**config.mk**
```make
export PLATFORM = sky130hd
export DESIGN_NAME = fifo_write_arbiter
export DESIGN_NICKNAME = d
export VERILOG_FILES = /design/src/rtl/fifo_write_arbiter.sv
export SDC_FILE = /design/constraint.sdc
export NUM_CORES = 1
export LEC_CHECK = 0
export BUFFER_PORTS_ARGS = -buffer_cell sky130_fd_sc_hd__buf_2
export CAP_MARGIN = 10
export CORE_ASPECT_RATIO = 0.8
export CORE_MARGIN = 4
export CORE_UTILIZATION = 30
export CTS_CLUSTER_DIAMETER = 150
export DETAILED_ROUTE_END_ITERATION = 6
export PLACE_DENSITY = 0.64
export SLEW_MARGIN = 20
export SYNTH_ARGS = -nofsm -noshare
export SYNTH_HDL_FRONTEND = slang
export SYNTH_SLANG_ARGS = --single-unit
```
**constraint.sdc**
```tcl
create_clock -name clk -period 6.15 [get_ports clk]
set_clock_uncertainty 0.2 [all_clocks]
set_input_delay 0.9225 -clock clk [delete_from_list [all_inputs] [get_ports clk]]
set_output_delay 0.9225 -clock clk [all_outputs]
set_load 0.02 [all_outputs]
```
**src/rtl/fifo_write_arbiter.sv**
```systemverilog
// fifo_write_arbiter
// Shares one FIFO write port among N_REQ valid/ready requesters. A requester
// that starts a multi-beat packet keeps the port until it sends its last beat.
// Round-robin selection happens between packets. Selection is combinational,
// so a beat is written to the FIFO in the same cycle in which it is accepted.
module fifo_write_arbiter #(
    parameter int N_REQ = 4,
    parameter int DW    = 8,
    parameter int IDW   = $clog2(N_REQ)
) (
    input  logic                clk,
    input  logic                rst,
    input  logic [N_REQ-1:0]    req_valid,
    input  logic [N_REQ-1:0]    req_last,
    input  logic [N_REQ*DW-1:0] req_data,
    output logic [N_REQ-1:0]    req_ready,
    input  logic                fifo_full,
    output logic                fifo_wen,
    output logic [DW-1:0]       fifo_wdata,
    output logic                busy,
    output logic [IDW-1:0]      owner
);

    typedef enum logic {
        IDLE   = 1'b0,
        LOCKED = 1'b1
    } state_t;

    state_t         fsm;
    logic [IDW-1:0] rr_ptr;
    logic [IDW-1:0] owner_q;
    logic [IDW-1:0] sel;
    logic           sel_valid;
    logic           xfer;
    int unsigned    idx;

    // Round-robin successor. An explicit compare keeps the wrap correct
    // when N_REQ is not a power of two.
    function automatic logic [IDW-1:0] next_idx(input logic [IDW-1:0] i);
        if (32'(i) == 32'(N_REQ - 1)) begin
            return '0;
        end
        return i + 1'b1;
    endfunction

    // Selection: the lock owner while LOCKED, otherwise the first valid
    // requester found scanning cyclically from rr_ptr.
    always_comb begin
        sel       = '0;
        sel_valid = 1'b0;
        idx       = 0;
        if (fsm == LOCKED) begin
            sel       = owner_q;
            sel_valid = 1'b1;
        end else begin
            for (int unsigned k = 0; k < 32'(N_REQ); k++) begin
                idx = 32'(rr_ptr) + k;
                if (idx >= 32'(N_REQ)) begin
                    idx = idx - 32'(N_REQ);
                end
                if (!sel_valid && req_valid[IDW'(idx)]) begin
                    sel       = IDW'(idx);
                    sel_valid = 1'b1;
                end
            end
        end
    end

    // Handshake and FIFO write. Reset forces everything quiet.
    // While LOCKED the owner is offered ready even without valid, so a
    // bubble from the owner holds the port instead of releasing it.
    always_comb begin
        req_ready  = '0;
        xfer       = 1'b0;
        fifo_wdata = '0;
        if (!rst && sel_valid) begin
            fifo_wdata = req_data[sel*DW +: DW];
            if (!fifo_full && (fsm == LOCKED || req_valid[sel])) begin
                req_ready[sel] = 1'b1;
            end
            xfer = req_valid[sel] && req_ready[sel];
        end
    end

    assign fifo_wen = xfer;
    assign busy     = (fsm == LOCKED);
    assign owner    = owner_q;

    // Packet-lock FSM with round-robin pointer. State advances only on an
    // accepted beat; rr_ptr moves past the requester whose packet ended.
    always_ff @(posedge clk) begin
        if (rst) begin
            fsm     <= IDLE;
            rr_ptr  <= '0;
            owner_q <= '0;
        end else if (xfer) begin
            case (fsm)
                IDLE: begin
                    owner_q <= sel;
                    if (req_last[sel]) begin
                        rr_ptr <= next_idx(sel);
                    end else begin
                        fsm <= LOCKED;
                    end
                end
                LOCKED: begin
                    if (req_last[sel]) begin
                        fsm    <= IDLE;
                        rr_ptr <= next_idx(owner_q);
                    end
                end
                default: fsm <= IDLE;
            endcase
        end
    end

endmodule

```
==> summary.txt <==
Run status
  • Status: complete, no violations

Yosys
  • Register bit count reported by yosys: 5
  • Commonest register cell after synthesis: dfxtp_1
  • Leading area contributor after synthesis: mux4_2
  • Synth Area per Inst: 9.35 um^2
  • Share of the synthesized area in the top cell type: 0.193
  • Yosys Warn Count: 0
  • Post-synth EDFFs: 0
  • Post-Syn Area: 935 um^2
  • Synth area leaders: mux4_2, dfxtp_1, mux2i_1
  • Syn Inst Count: 100
  • Synth cell count leaders: nor2_1, nor2b_1, mux4_2
  • Seq/Total Area, Yosys: 0.107
  • Asr flop ratio synth: 0
  • Syn nets: 148
  • Distinct cells, synth: 37

Clock tree
  • CTS Buffer Depth: 2
  • H-tree depth: 1
  • Post_cts resized: 0
  • Post-CTS Setup Inserts: 0
  • Worst skew pair latency: 220 ps
  • CTS root buf: clkbuf_8
  • Worst-path clk slew: 40 ps
  • Clk sink count: 5
  • Cts-stage hold buffer count: 0
  • CTS buffer count: 3
  • CTS tree: yes

Placement
  • Number of port buffers: 58
  • Final GP Congestion: 0.782
  • HPWL Detailed: 2300 um
  • Dpl cells: 191

Critical path
  • R2R Path Start: rr_ptr[1]
  • Critical Path, Cell by Cell: buf_2 > and2b_1 > a311oi_2 > nor3_1 > a21oi_2 > inv_2 > ha_1 > and3b_1 > o311ai_0 > a211oi_1 > nor2_1 > nor3_1 > buf_2
  • R2R setup slack: 2760 ps
  • Depth of the worst register-to-register path: 12
  • CP peak stage delay: 340 ps
  • CP Capture Type: output port
  • Crit path required time: 5030 ps
  • CP Max Fanout: 14
  • Setup CP Type: in2out
  • Reg-to-reg endpoint: rr_ptr[1]
  • Arrival time at the worst endpoint: 3470 ps
  • WP buf/inv: 3
  • Slowest CP cell: a211oi_1
  • CP top delay family: simple AND/OR/NAND/NOR gates
  • Worst setup SP type: input pin

Layout
  • Nets: 206
  • Cell Count, Final, Fillers Out: 195
  • Ant. Diodes: 0
  • Share of layout cells above drive strength 1: 0.522
  • Area grow syn2layout: 37.1%

Route
  • Pre-antenna DRT Iters: 4
  • Iter 0 DRT Violations: 26
  • Routed WL: 2690 um
  • Vias: 974
  • DR vias/cell: 4.99
  • Residual DRC: 0
  • Routed Antenna Nets: 0
  • WL per Instance: 13.8 um

Power and ir drop
  • Pwr per Cell Area: 157 nW/um^2
  • P_leak: 0.606 nW
  • VDD IR max: 0.146 mV
  • Post-layout power: 0.201 mW

Global route
  • Vias in the first global route: 977
  • Gr usage total: 0.139
  • Global-route wire length before repair: 4570 um
  • Initial antenna violation count: 0
  • Largest net degree at the start of global routing: 17
  • Overflow after GRT: 0

Floorplanning
  • Die X: 70.4 um
  • DIE AREA: 4080 um^2
  • Initial core utilization: 0.325
  • Core area: 2870 um^2
  • Rows: 17
  • Die height: 57.9 um
  • I/O Pins: 59

Hold path
  • Worst hold path class: reg2reg
  • Min-Delay Endpoint: rr_ptr[0]
  • Hold_sp: rr_ptr[0]
  • WHS Path Cells: 2

Timing
  • Final min period: 4590 ps
  • FMAX: 218 MHz
  • Final Hold Vio Count: 0
  • RSZ-0062 raised after global routing: no
  • Fin crit share: 0.746
  • Worst relative slew slack: 0.632
  • Post-route setup TNS: 0 ps
  • Slew @ Worst Pin: 550 ps
  • Final setup viols: 0
  • Slew Limit Fails: 0

Job
  • Max Cap Viol: 0
-- worst reg2reg max path, cell delays in order (launching register included) --
cell and delay, ps:
dfxtp_1 400, nand2_2 100, a311oi_2 110, nor3_1 310, a21oi_2 100, inv_2 310, ha_1 220, and3b_1 190
o311ai_0 140, a211oi_1 340, nor2_1 150, nor4_4 390, mux2_4 330
-- layout make-up --
| type | instances | area (um^2) |
|---|---|---|
| repair buffers | 58 | 290 |
| multi-input cells | 85 | 779 |
| flip-flops and latches | 5 | 100 |
| clock buffers | 4 | 45.0 |
| fillers | 291 | 1590 |
| inverters | 5 | 18.8 |
| well taps | 38 | 47.5 |
-- how the worst max path moves through the flow --
stage | start | end | depth (start not counted)
CTS | req_valid[2] | fifo_wen | 13
detailed placement | req_valid[2] | fifo_wen | 13
finish | req_valid[2] | fifo_wen | 13
global route | req_valid[2] | fifo_wen | 13
global placement | req_valid[2] | fifo_wen | 13
floorplan | req_valid[2] | fifo_wen | 12
-- sequential cells by signal, summed over array words and instances, names as in the netlist --
name    flops
rr_ptr      2
owner       2
busy        1
-- where the power goes --
| group | internal (mW) | switching [mW] |
|---|---|---|
| clock network | 0.0445 | 0.0163 |
| logic | 0.0493 | 0.0521 |
| registers | 0.0344 | 0.00398 |
| total | 0.128 | 0.0723 |
-- layer usage --
metal  up-vias  wire (um)  GRT usage
met5         -          0          0
met4         0         49     0.0738
met3         6        215     0.0329
met2        39       1290      0.223
met1       445       1140      0.173
li1        484          -          -
-- stage by stage --
| step | hold slack (ps) | instance area (um^2) | utilization | setup slack, ps |
|---|---|---|---|---|
| floorplan | 253 | 935 | - | 1910 |
| global placement | 287 | 1240 | 0.431 | 1640 |
| detailed placement | 296 | 1240 | 0.431 | 1560 |
| CTS | 301 | 1280 | 0.446 | 1550 |
| global route | 335 | 1280 | 0.446 | 1310 |
| finish | 290 | 1280 | 0.446 | 1560 |
-- layout by cell type, fill, tap and decap left out, types with 2 or more instances in the layout --
cell type	instances
mux2_4	2
ha_1	5
dfxtp_1	5
buf_2	58
clkbuf_8	3
o21ai_0	2
nor2_1	9
inv_1	4
nor3_1	5
a21oi_1	3
nand2_1	7
mux2i_1	7
mux4_2	8
and2_1	6
nand2b_1	3
nor2b_1	9
-- cell families (layout without fill, tap and decap cells) --
group	after synthesis	in the layout	synth area share
flops	5	5	0.107
buf+inv	10	67	0.0589
mux	17	17	0.300
simple gates	49	49	0.335
fa+ha+maj	5	5	0.0669
compound gates	14	14	0.133
Power figures use the tool's default switching activity.
